$ cat config.mk
export PLATFORM = sky130hd
export DESIGN_NAME = crtc_htiming
export DESIGN_NICKNAME = d
export VERILOG_FILES = /design/src/rtl/crtc_pkg.sv /design/src/rtl/crtc_sync_pulse.sv /design/src/rtl/crtc_htiming.sv
export SDC_FILE = /design/constraint.sdc
export NUM_CORES = 1
export LEC_CHECK = 0
export CORE_MARGIN = 1
export CORE_UTILIZATION = 40
export DETAILED_ROUTE_END_ITERATION = 8
export HOLD_SLACK_MARGIN = 0.15
export PLACE_DENSITY = 0.67
export SYNTH_ARGS = -nofsm -noshare
export SYNTH_HDL_FRONTEND = slang
export SYNTH_SLANG_ARGS = --single-unit
$ cat constraint.sdc
create_clock -name clock -period 1.88 [get_ports clock]
set_input_delay 0.47 -clock clock [delete_from_list [all_inputs] [get_ports clock]]
set_output_delay 0.47 -clock clock [all_outputs]
set_load 0.02 [all_outputs]
$ cat src/rtl/crtc_pkg.sv
// rtl/crtc_pkg.sv - shared CRTC constants and sync-width decode
package crtc_pkg;

  // Refresh memory address width.
  localparam int MA_W = 14;

  // Register file indices of the timing registers used by the CRTC stages.
  localparam int R0_HTOTAL     = 0;
  localparam int R1_HDISPLAYED = 1;
  localparam int R2_HSYNC_POS  = 2;
  localparam int R3_SYNC_WIDTH = 3;
  localparam int R12_START_HI  = 12;
  localparam int R13_START_LO  = 13;

  // Horizontal sync width nibble: zero encodes a 16-character pulse.
  function automatic logic [4:0] sync_width_decode(input logic [3:0] raw);
    return (raw == 4'd0) ? 5'd16 : {1'b0, raw};
  endfunction

endpackage

$ cat src/rtl/crtc_sync_pulse.sv
// rtl/crtc_sync_pulse.sv - loadable down-counter producing a fixed-width busy pulse
module crtc_sync_pulse #(
  parameter int WW = 5
) (
  input  logic          clock,
  input  logic          reset,
  input  logic          load,
  input  logic [WW-1:0] width,
  output logic          busy
);

  logic [WW-1:0] remain;

  // Busy for exactly 'width' cycles after a load; loads while busy are ignored.
  always_ff @(posedge clock or posedge reset) begin
    if (reset) begin
      busy   <= 1'b0;
      remain <= '0;
    end else if (busy) begin
      if (remain == WW'(1)) begin
        busy <= 1'b0;
      end
      remain <= remain - WW'(1);
    end else if (load) begin
      busy   <= 1'b1;
      remain <= width;
    end
  end

endmodule

$ cat src/rtl/crtc_htiming.sv
// rtl/crtc_htiming.sv - horizontal display enable, hsync and refresh address stage
module crtc_htiming
  import crtc_pkg::*;
#(
  parameter int CW  = 8,
  parameter int MAW = MA_W
) (
  input  logic           clock,
  input  logic           reset,
  input  logic [CW-1:0]  h_count,
  input  logic           h_carry,
  input  logic [CW-1:0]  r1_displayed,
  input  logic [CW-1:0]  r2_sync_pos,
  input  logic [3:0]     r3_sync_width,
  input  logic [MAW-1:0] start_addr,
  input  logic           row_end,
  input  logic           frame_start,
  output logic           hdisp,
  output logic           hsync,
  output logic [MAW-1:0] ma,
  output logic           line_start
);

  logic [CW-1:0]  next_count;
  logic           sync_load;
  logic [4:0]     sync_width;
  logic           row_latch;
  logic [MAW-1:0] ma_inc;
  logic [MAW-1:0] row_base;
  logic [MAW-1:0] row_base_upd;

  // Predict the upstream counter so every registered output lines up with it.
  always_comb begin
    next_count   = h_carry ? '0 : h_count + CW'(1);
    ma_inc       = ma + MAW'(1);
    sync_load    = (next_count == r2_sync_pos);
    sync_width   = sync_width_decode(r3_sync_width);
    // With zero displayed characters the row base keeps its value.
    row_latch    = row_end && (r1_displayed != '0) && (next_count == r1_displayed);
    row_base_upd = row_latch ? ma_inc : row_base;
  end

  crtc_sync_pulse #(
    .WW(5)
  ) u_hsync (
    .clock (clock),
    .reset (reset),
    .load  (sync_load),
    .width (sync_width),
    .busy  (hsync)
  );

  // Display enable and line-start strobe for the upcoming character.
  always_ff @(posedge clock or posedge reset) begin
    if (reset) begin
      hdisp      <= 1'b0;
      line_start <= 1'b0;
    end else begin
      hdisp      <= (next_count < r1_displayed);
      line_start <= (next_count == '0);
    end
  end

  // Refresh address: count along the line, reload at the wrap from the row base.
  always_ff @(posedge clock or posedge reset) begin
    if (reset) begin
      ma       <= '0;
      row_base <= '0;
    end else begin
      if (h_carry && frame_start) begin
        row_base <= start_addr;
      end else begin
        row_base <= row_base_upd;
      end
      if (h_carry) begin
        ma <= frame_start ? start_addr : row_base_upd;
      end else begin
        ma <= ma_inc;
      end
    end
  end

endmodule

==> Yosys cells after proc, flatten, opt, wreduce, memory -nomap -nowiden <==
Cells that the tools add are included.
{ "word_totals": {"reg_bits": 36, "elab_cells": 31, "input_bits": 47, "romBits": 0, "ram_bits": 0, "latchBits": 0, "memories": 0} }
{ "op_classes": {"reduce_logical": 7, "addsub": 3, "multipliers": 0, "bitwise": 0, "eq_ne": 3, "shift": 0, "n_div": 0, "mux": 11, "n_lt_le_gt_ge": 1} }
{ "op_table": {"columns": ["cell", "n"], "rows": [
  ["$mux 14", 4],
  ["$eq 8x8->1", 2],
  ["$mux 5", 3],
  ["$add 14x1->14 const B", 1],
  ["$add 8x1->8 const B", 1],
  ["$logic_not 8->1", 1],
  ["$lt 8x8->1", 1],
  ["$mux 8", 1],
  ["$reduce_bool 8->1", 1],
  ["$eq 5x1->1 const B", 1],
  ["$sub 5x1->5 const B", 1],
  ["$logic_not 4->1", 1],
  ["$logic_and 1x1->1", 3],
  ["$mux 1", 3],
  ["$reduce_bool 2->1", 1]
]} }

==> Longest topological paths before layout <==
Gate-level depths: netlist (run 1).
{ "depth": {"depth_word": 7, "mapped_depth": 12} }

==> Modules after synthesis <==
Synthesis (run 1) repeated with hierarchy kept, for this count alone.
{ "unflattened": {"cells_unflattened": 294, "hier_area_um2": 2653.8} }
{ "by_module_without_submodules": {"columns": ["module", "area_per_inst_um2", "cells_each", "instances"], "rows": [
  ["crtc_htiming", 2321.0, 261, 1],
  ["crtc_sync_pulse", 332.8, 33, 1]
]} }

==> Least setup slack after synthesis (run 1) <==
Ideal clock, no wire load.
{ "synth_path": {"path_type": "input-to-reg", "start": "input h_count[0]", "end": "register ma[5]", "required_time_ns": 1.743, "arrival_time_ns": 2.787, "path_slack_ns": -1.044, "path_stages": 10, "path_buffers": 0, "setup_time_ns": 0.137, "cell_sequence": "ha_1 nand3_1 mux2i_2 inv_1 ha_1 nand4_1 a2111o_1 o21ai_0 inv_1 a2bb2oi_1"} }
{ "synth_via": {"elab_chain_len": 7} }
{ "synth_lines": {"columns": ["element", "line_no", "rtl"], "rows": [
  ["start: declaration", "crtc_htiming.sv:10", "input logic [CW-1:0] h_count,"],
  ["$add 8x1->8", "crtc_htiming.sv:34", "next_count = h_carry ? '0 : h_count + CW'(1);"],
  ["$mux 8", "crtc_htiming.sv:34", null],
  ["$eq 8x8->1", "crtc_htiming.sv:39", "row_latch = row_end && (r1_displayed != '0) && (next_count == r1_displayed);"],
  ["$logic_and 1x1->1", "crtc_htiming.sv:39", null],
  ["$mux 14", "crtc_htiming.sv:40", "row_base_upd = row_latch ? ma_inc : row_base;"],
  ["$mux 14", "crtc_htiming.sv:76", "ma <= frame_start ? start_addr : row_base_upd;"],
  ["$mux 14", "crtc_htiming.sv:75", "if (h_carry) begin"],
  ["end signal: assignment", "crtc_htiming.sv:76", null],
  ["end signal: assignment", "crtc_htiming.sv:78", "ma <= ma_inc;"],
  ["end: declaration", "crtc_htiming.sv:20", "output logic [MAW-1:0] ma,"]
]} }
No other way between the ends.
A chain may end at the register's enable or synchronous reset.

==> Final worst setup path (run 1) <==
{ "layout_path": {"start": "input h_count[0]", "end": "register row_base[11]"} }
{ "layout_via": {"elab_chain_len": 6} }
{ "layout_lines": {"columns": ["element", "line_no", "rtl"], "rows": [
  ["$add 8x1->8", "crtc_htiming.sv:34", null],
  ["$mux 8", "crtc_htiming.sv:34", null],
  ["$eq 8x8->1", "crtc_htiming.sv:39", null],
  ["$logic_and 1x1->1", "crtc_htiming.sv:39", null],
  ["$mux 14", "crtc_htiming.sv:40", null],
  ["$mux 14", "crtc_htiming.sv:70", "if (h_carry && frame_start) begin"],
  ["end signal: assignment", "crtc_htiming.sv:71", "row_base <= start_addr;"],
  ["end signal: assignment", "crtc_htiming.sv:73", "row_base <= row_base_upd;"],
  ["end: declaration", "crtc_htiming.sv:29", "logic [MAW-1:0] row_base;"]
]} }
No other way between the ends.

==> results.json, run 1 <==
{
  "status": "complete, but fails checks",
  "violations": "setup timing",
  "path_buf_inv": 2,
  "clkLatencyLatePin_ns": 0.29,
  "tightest_slew_ns": 0.363,
  "path_max_fanout": 5,
  "synth_top_flop_cell": "dfrtp_1",
  "crit_family": "simple AND/OR/NAND/NOR gates",
  "dpl.hpwl_um": 5120,
  "fp.coreArea_mm2": 0.00631,
  "syn-num-nets": 361,
  "final_antenna_net_count": 0,
  "power_leakage_uw": 0.00193,
  "setup.worst_path.class": "in2reg",
  "rows": 29,
  "hold_violations": 0,
  "syn_area_mm2": 0.00261,
  "finalCriticalPeriod_ns": 2.42,
  "fin_tns_setup_ns": -13.09,
  "track_usage": 0.235,
  "grt_pass1_vias": 2627,
  "die_w_um": 82.8,
  "clockRootBuffer": "clkbuf_8",
  "antenna_found_initial": 0,
  "dpl_cell_area_mm2": 0.00365,
  "fin_nets": 465,
  "required_ns": 2.06,
  "critPathSlowestCell": "or4_4",
  "reg2reg_slack_ns": 0.06,
  "io_pins": 64,
  "areaGrowthSynthToFinish_pct": 64.2,
  "cp-end-kind": "register",
  "cap_viol_max_count": 0,
  "fin_skew_ns": 0.00277,
  "cp_cell_sequence": "buf_12 -> nand3_4 -> or4_4 -> nand2_4 -> ha_4 -> nand4_1 -> a2111o_2 -> buf_12 -> mux2i_4 -> mux2_4",
  "initial_core_util": 0.413,
  "drc": 0,
  "design_area_mm2": 0.00429,
  "synth.yosys.warnings": 0,
  "clockBufferDepth": 2,
  "fillers": 496,
  "grt_first_pass_wirelength_um": 12200,
  "cpMostUsedCell": "buf_12",
  "final_common_cell": "clkdlybuf4s50_1",
  "cpPeakStageDelay_ns": 0.54,
  "max_freq_ghz": 0.414,
  "power_density_mw_per_mm2": 682,
  "startpoint_type": "input port",
  "final_cell_mix": "clkdlybuf4s50_1, dfrtp_1, nand2_1, buf_4, inv_1",
  "post_drt_wl_per_cell_um": 16.3,
  "cts.sinks": 36,
  "synthCells": 302,
  "synthDistinctLibCells": 55,
  "n_antenna_cell": 0,
  "htreeDepth": 2,
  "async_reset_ff_frac": 1.00,
  "postSynthAreaPerCell_um2": 8.64,
  "grt_max_degree": 37,
  "numCtsBuffers": 5,
  "drv_slew": 0,
  "drt_wl_total_um": 7910,
  "cts_tree": "built",
  "dieHeight_um": 82.8,
  "rr_worst_depth": 5,
  "cts_hold_buf": 0,
  "overflow": 0,
  "place_congestion": 0.853,
  "ys_seq_area_frac": 0.345,
  "vias": 2689,
  "slew_headroom": 0.755,
  "fin_crit_sh": 1.28,
  "vias_per_cell": 5.56,
  "fin_ws_ns": -0.535,
  "synth-seq-cells": 36,
  "synth-edff-count": 0,
  "hold_class": "in2async",
  "crit_cells": 10,
  "arrival_ns": 2.59,
  "pre_cts_slack_ns": -1.27,
  "post-route-util": 0.679,
  "drt_iter0_drc": 95,
  "design.die.area_mm2": 0.00685,
  "finalSetupViolCount": 33,
  "io_buffers": 63,
  "clk_pin_slew_ns": 0.08,
  "layout-drive-gt1-share": 0.317,
  "first_pass_iters": 4,
  "vdd_drop_max_v": 0.000452,
  "rsz0062_at_grt": "yes"
}
## report_power, final
part / internal (uW) / switching (uW) / leakage [uW]
Combinational: 667 / 632 / 0.00145
Sequential: 923 / 152 / 0.000431
Clock: 258 / 291 / 0.0000479
Total: 1850 / 1080 / 0.00193
## synthesized netlist by cell type (3+ instances only)
cell	count	area [um2]
nand2_1	34	128
nand2b_1	14	87.6
nand4_1	8	50.1
mux2i_1	14	140
a21o_1	4	30.0
nor2_1	20	75.1
nor4_1	3	18.8
inv_1	21	78.8
a22oi_1	5	37.5
xor2_1	10	87.6
o21ai_0	30	150
xnor2_1	9	78.8
dfrtp_1	36	901
nor2b_1	6	37.5
clkbuf_1	5	18.8
nand3_1	16	80.1
ha_1	12	150
nor3_1	4	20.0
a21oi_1	7	35.0
## layout make-up
type | count | area, um2 | share of cell area
Clock buffer | 5 | 68.8 | 0.0161
Clock inverter | 3 | 18.8 | 0.00438
Inverter | 21 | 81.3 | 0.0190
Multi-Input combinational cell | 235 | 2010 | 0.468
Sequential cell | 36 | 901 | 0.210
Tap cell | 77 | 96.3 | 0.0225
Timing Repair Buffer | 107 | 1110 | 0.260
## per-stage QoR
stage,hold slack (ns),power (uW),std cells
2_1_floorplan,0.504,1680,302
3_3_place_gp,0.521,2130,467
3_5_place_dp,0.526,2150,467
4_1_cts,0.525,2790,481
5_1_grt,0.583,3100,484
6_report,0.524,2920,484
## state kept, by name (all words and copies together), names as in the netlist
register and cells:
row_base 14, u_hsync.busy 1, hdisp 1, u_hsync.remain 5, ma 14, line_start 1
## routing by layer
metal  vias up  track usage  wire length [um]
li1       1276            -                 -
met1      1292        0.298              3310
met2        98        0.399              3880
met3        23       0.0426               455
met4         0       0.0828               266
met5         -            0                 0
## path summary, 6_finish.rpt
kind                                    from           end
max in group asynchronous              reset  row_base[12]
min                                    reset         ma[6]
max                               h_count[0]  row_base[11]
min reg2reg                u_hsync.remain[4]  u_hsync.busy
min in group clock         u_hsync.remain[4]  u_hsync.busy
max reg2reg                            ma[6]  row_base[11]
## what timing repair did
action                                  in CTS  in global routing
pin swaps                                   25                 35
buffers inserted                             6                  5
endpoints found under the setup margin      37                 39
hold endpoints to repair                     0                  0
gates resized for setup                     91                 67
gates cloned                                 2                  0
## worst reg2reg max path, delay by kind of cell, from the launching register on
kind,cells,cell delay (ns)
xor+xnor,1,0.26
mux,2,0.40
flops,1,0.42
simple gates,2,0.65
## cells by family after synthesis
group / after synthesis / synth area share
AND/OR/NAND/NOR: 119 / 0.235
AO/OA/AOI/OAI: 66 / 0.168
flip-flops: 36 / 0.345
adder cells (fa/ha/maj): 12 / 0.0575
multiplexers: 18 / 0.0729
buffers and inverters: 31 / 0.0508
XOR/XNOR: 20 / 0.0700
Power figures use the tool's default switching activity.
==> inputs of run 2 (changes only) <==
--- a/config.mk
+++ b/config.mk
@@ -5,7 +5,7 @@
 export SDC_FILE = /design/constraint.sdc
 export NUM_CORES = 1
 export LEC_CHECK = 0
-export CORE_MARGIN = 1
+export CORE_MARGIN = 2
 export CORE_UTILIZATION = 40
 export DETAILED_ROUTE_END_ITERATION = 8
 export HOLD_SLACK_MARGIN = 0.15
==> run 2 against run 1 <==
The flow still finishes with violations (setup timing). Fmax increased by 2.5%. Routed wire length shrank 5.4%. Non-clock buffer count increased by 10. Flip-flop and latch count did not move. Global-route usage down 2.1 points. Worst hold slack worse by 0.020 ns. Cell count is 2.1% higher. Critical path depth grew 2. Clock-buffer cell count unchanged. Die area rose by 4.9%. First-iteration DRC count shrank 8.4%. Register-to-register slack better by 0.06 ns. Largest cell class unchanged. Highest routed layer unchanged.
==> results.json, run 2 (synthesis results as in run 1) <==
{
  "grt_pass1_vias": 2644,
  "path_max_fanout": 8,
  "vias": 2614,
  "n_antenna_cell": 0,
  "design.die.area_mm2": 0.00719,
  "dieHeight_um": 84.8,
  "fillers": 509,
  "die_w_um": 84.8,
  "rr_worst_depth": 7,
  "max_freq_ghz": 0.425,
  "multiInputGateArea_mm2": 0.00193,
  "numCtsBuffers": 5,
  "cap_viol_max_count": 0,
  "r2r_start": "ma[1]",
  "post_drt_wl_per_cell_um": 15.1,
  "areaGrowthSynthToFinish_pct": 62.7,
  "status": "complete, but fails checks",
  "finalSetupViolCount": 35,
  "track_usage": 0.214,
  "cp-endpoint": "ma[13]",
  "setup.worst_path.class": "in2reg",
  "cts_tree": "built",
  "final_cell_mix": "clkdlybuf4s50_1, buf_4, dfrtp_1",
  "drc": 0,
  "fin_ws_ns": -0.475,
  "required_ns": 2.05,
  "hold_class": "in2async",
  "cp-end-kind": "register",
  "drv_slew": 0,
  "fin_tns_setup_ns": -11.86,
  "first_pass_iters": 4,
  "grt_first_pass_wirelength_um": 12400,
  "cts.sinks": 36,
  "final_antenna_net_count": 0,
  "finalCriticalPeriod_ns": 2.36,
  "final_common_cell": "clkdlybuf4s50_1",
  "io_pins": 64,
  "io_buffers": 63,
  "seq_area_um2": 901,
  "grt_max_degree": 37,
  "r2r_end": "row_base[12]",
  "layout-drive-gt1-share": 0.295,
  "fin_skew_ns": 0.0131,
  "htreeDepth": 2,
  "initial_core_util": 0.413,
  "vdd_drop_max_v": 0.000568,
  "violations": "setup timing",
  "startpoint_type": "input port",
  "tightest_slew_ns": 0.343,
  "vias_per_cell": 5.29,
  "hold_violations": 0,
  "fp.coreArea_mm2": 0.00631,
  "power_leakage_uw": 0.00191,
  "top_regs": "ma: 14 flops, row_base: 14 flops, u_hsync.remain: 5 flops",
  "timing.hold.ws_ns": 0.503,
  "cp-startpoint": "h_carry",
  "rsz0062_at_grt": "yes",
  "drt_wl_total_um": 7480,
  "drt_iter0_drc": 87,
  "fin_nets": 475,
  "arrival_ns": 2.53,
  "rows": 29,
  "clk_pin_slew_ns": 0.08,
  "overflow": 0,
  "reg2reg_slack_ns": 0.12,
  "slew_headroom": 0.768,
  "clockRootBuffer": "clkbuf_8",
  "fin_crit_sh": 1.25,
  "dpl.hpwl_um": 5190,
  "clockBufferDepth": 2,
  "antenna_found_initial": 0,
  "place_congestion": 0.884,
  "clkLatencyLatePin_ns": 0.30,
  "power_density_mw_per_mm2": 687
}
## run 2: worst min path at each step
stage / end / from / depth (start not counted)
6_report: u_hsync.busy / reset / 3
5_1_grt: u_hsync.remain[4] / reset / 3
4_1_cts: u_hsync.busy / reset / 3
3_5_place_dp: u_hsync.busy / u_hsync.remain[4] / 1
3_3_place_gp: u_hsync.busy / u_hsync.remain[4] / 1
2_1_floorplan: u_hsync.busy / u_hsync.remain[4] / 1
## run 2: critical path: stages
cell	delay [ns]
clkbuf_4	0.18
and2b_2	0.23
mux2i_2	0.17
inv_1	0.07
ha_1	0.27
nand4_1	0.12
a2111o_1	0.38
buf_6	0.15
o21ai_4	0.16
clkinv_4	0.15
nor2_1	0.11
a21oi_1	0.04
## run 2: per-layer routing
| layer | share of wire | global-route usage |
|---|---|---|
| met1 | 0.45 | 0.275 |
| met2 | 0.50 | 0.372 |
| met3 | 0.045 | 0.0344 |
| met4 | 0.0099 | 0.0620 |
| met5 | 0 | 0 |
## run 2: where the power goes
part	leakage, uW	switching (uW)	internal, uW
combinational	0.00143	622	661
sequential	0.000431	154	922
clock	0.0000479	302	259
## run 2: timing repair
action / 4_1_cts / 5_1_grt
buffers inserted: 13 / 6
resized for setup: 102 / 33
setup endpoints to repair: 37 / 40
hold buffers: 0 / 0
pin swaps: 29 / 24
gates cloned: 0 / 0
hold endpoints to repair: 0 / 0
## run 2: layout make-up
type                            count  share of cell area
Inverter                           21              0.0197
Clock buffer                        5              0.0162
Clock inverter                      3             0.00442
Sequential cell                    36               0.212
Tap cell                           77              0.0227
Timing Repair Buffer              117               0.270
Multi-Input combinational cell    235               0.455
## run 2: metrics by stage
stage / instances / instance area (um2) / utilization / setup WS, ns / power [uW]
finish: 494 / 4250 / 0.673 / -0.475 / 2920
global route: 494 / 4250 / 0.673 / -0.565 / 3100
CTS: 492 / 4130 / 0.655 / -0.444 / 2860
detailed placement: 474 / 3690 / 0.584 / -1.28 / 2160
global placement: 474 / 3690 / 0.584 / -1.19 / 2140
floorplan: 302 / 2690 / - / -0.608 / 1680
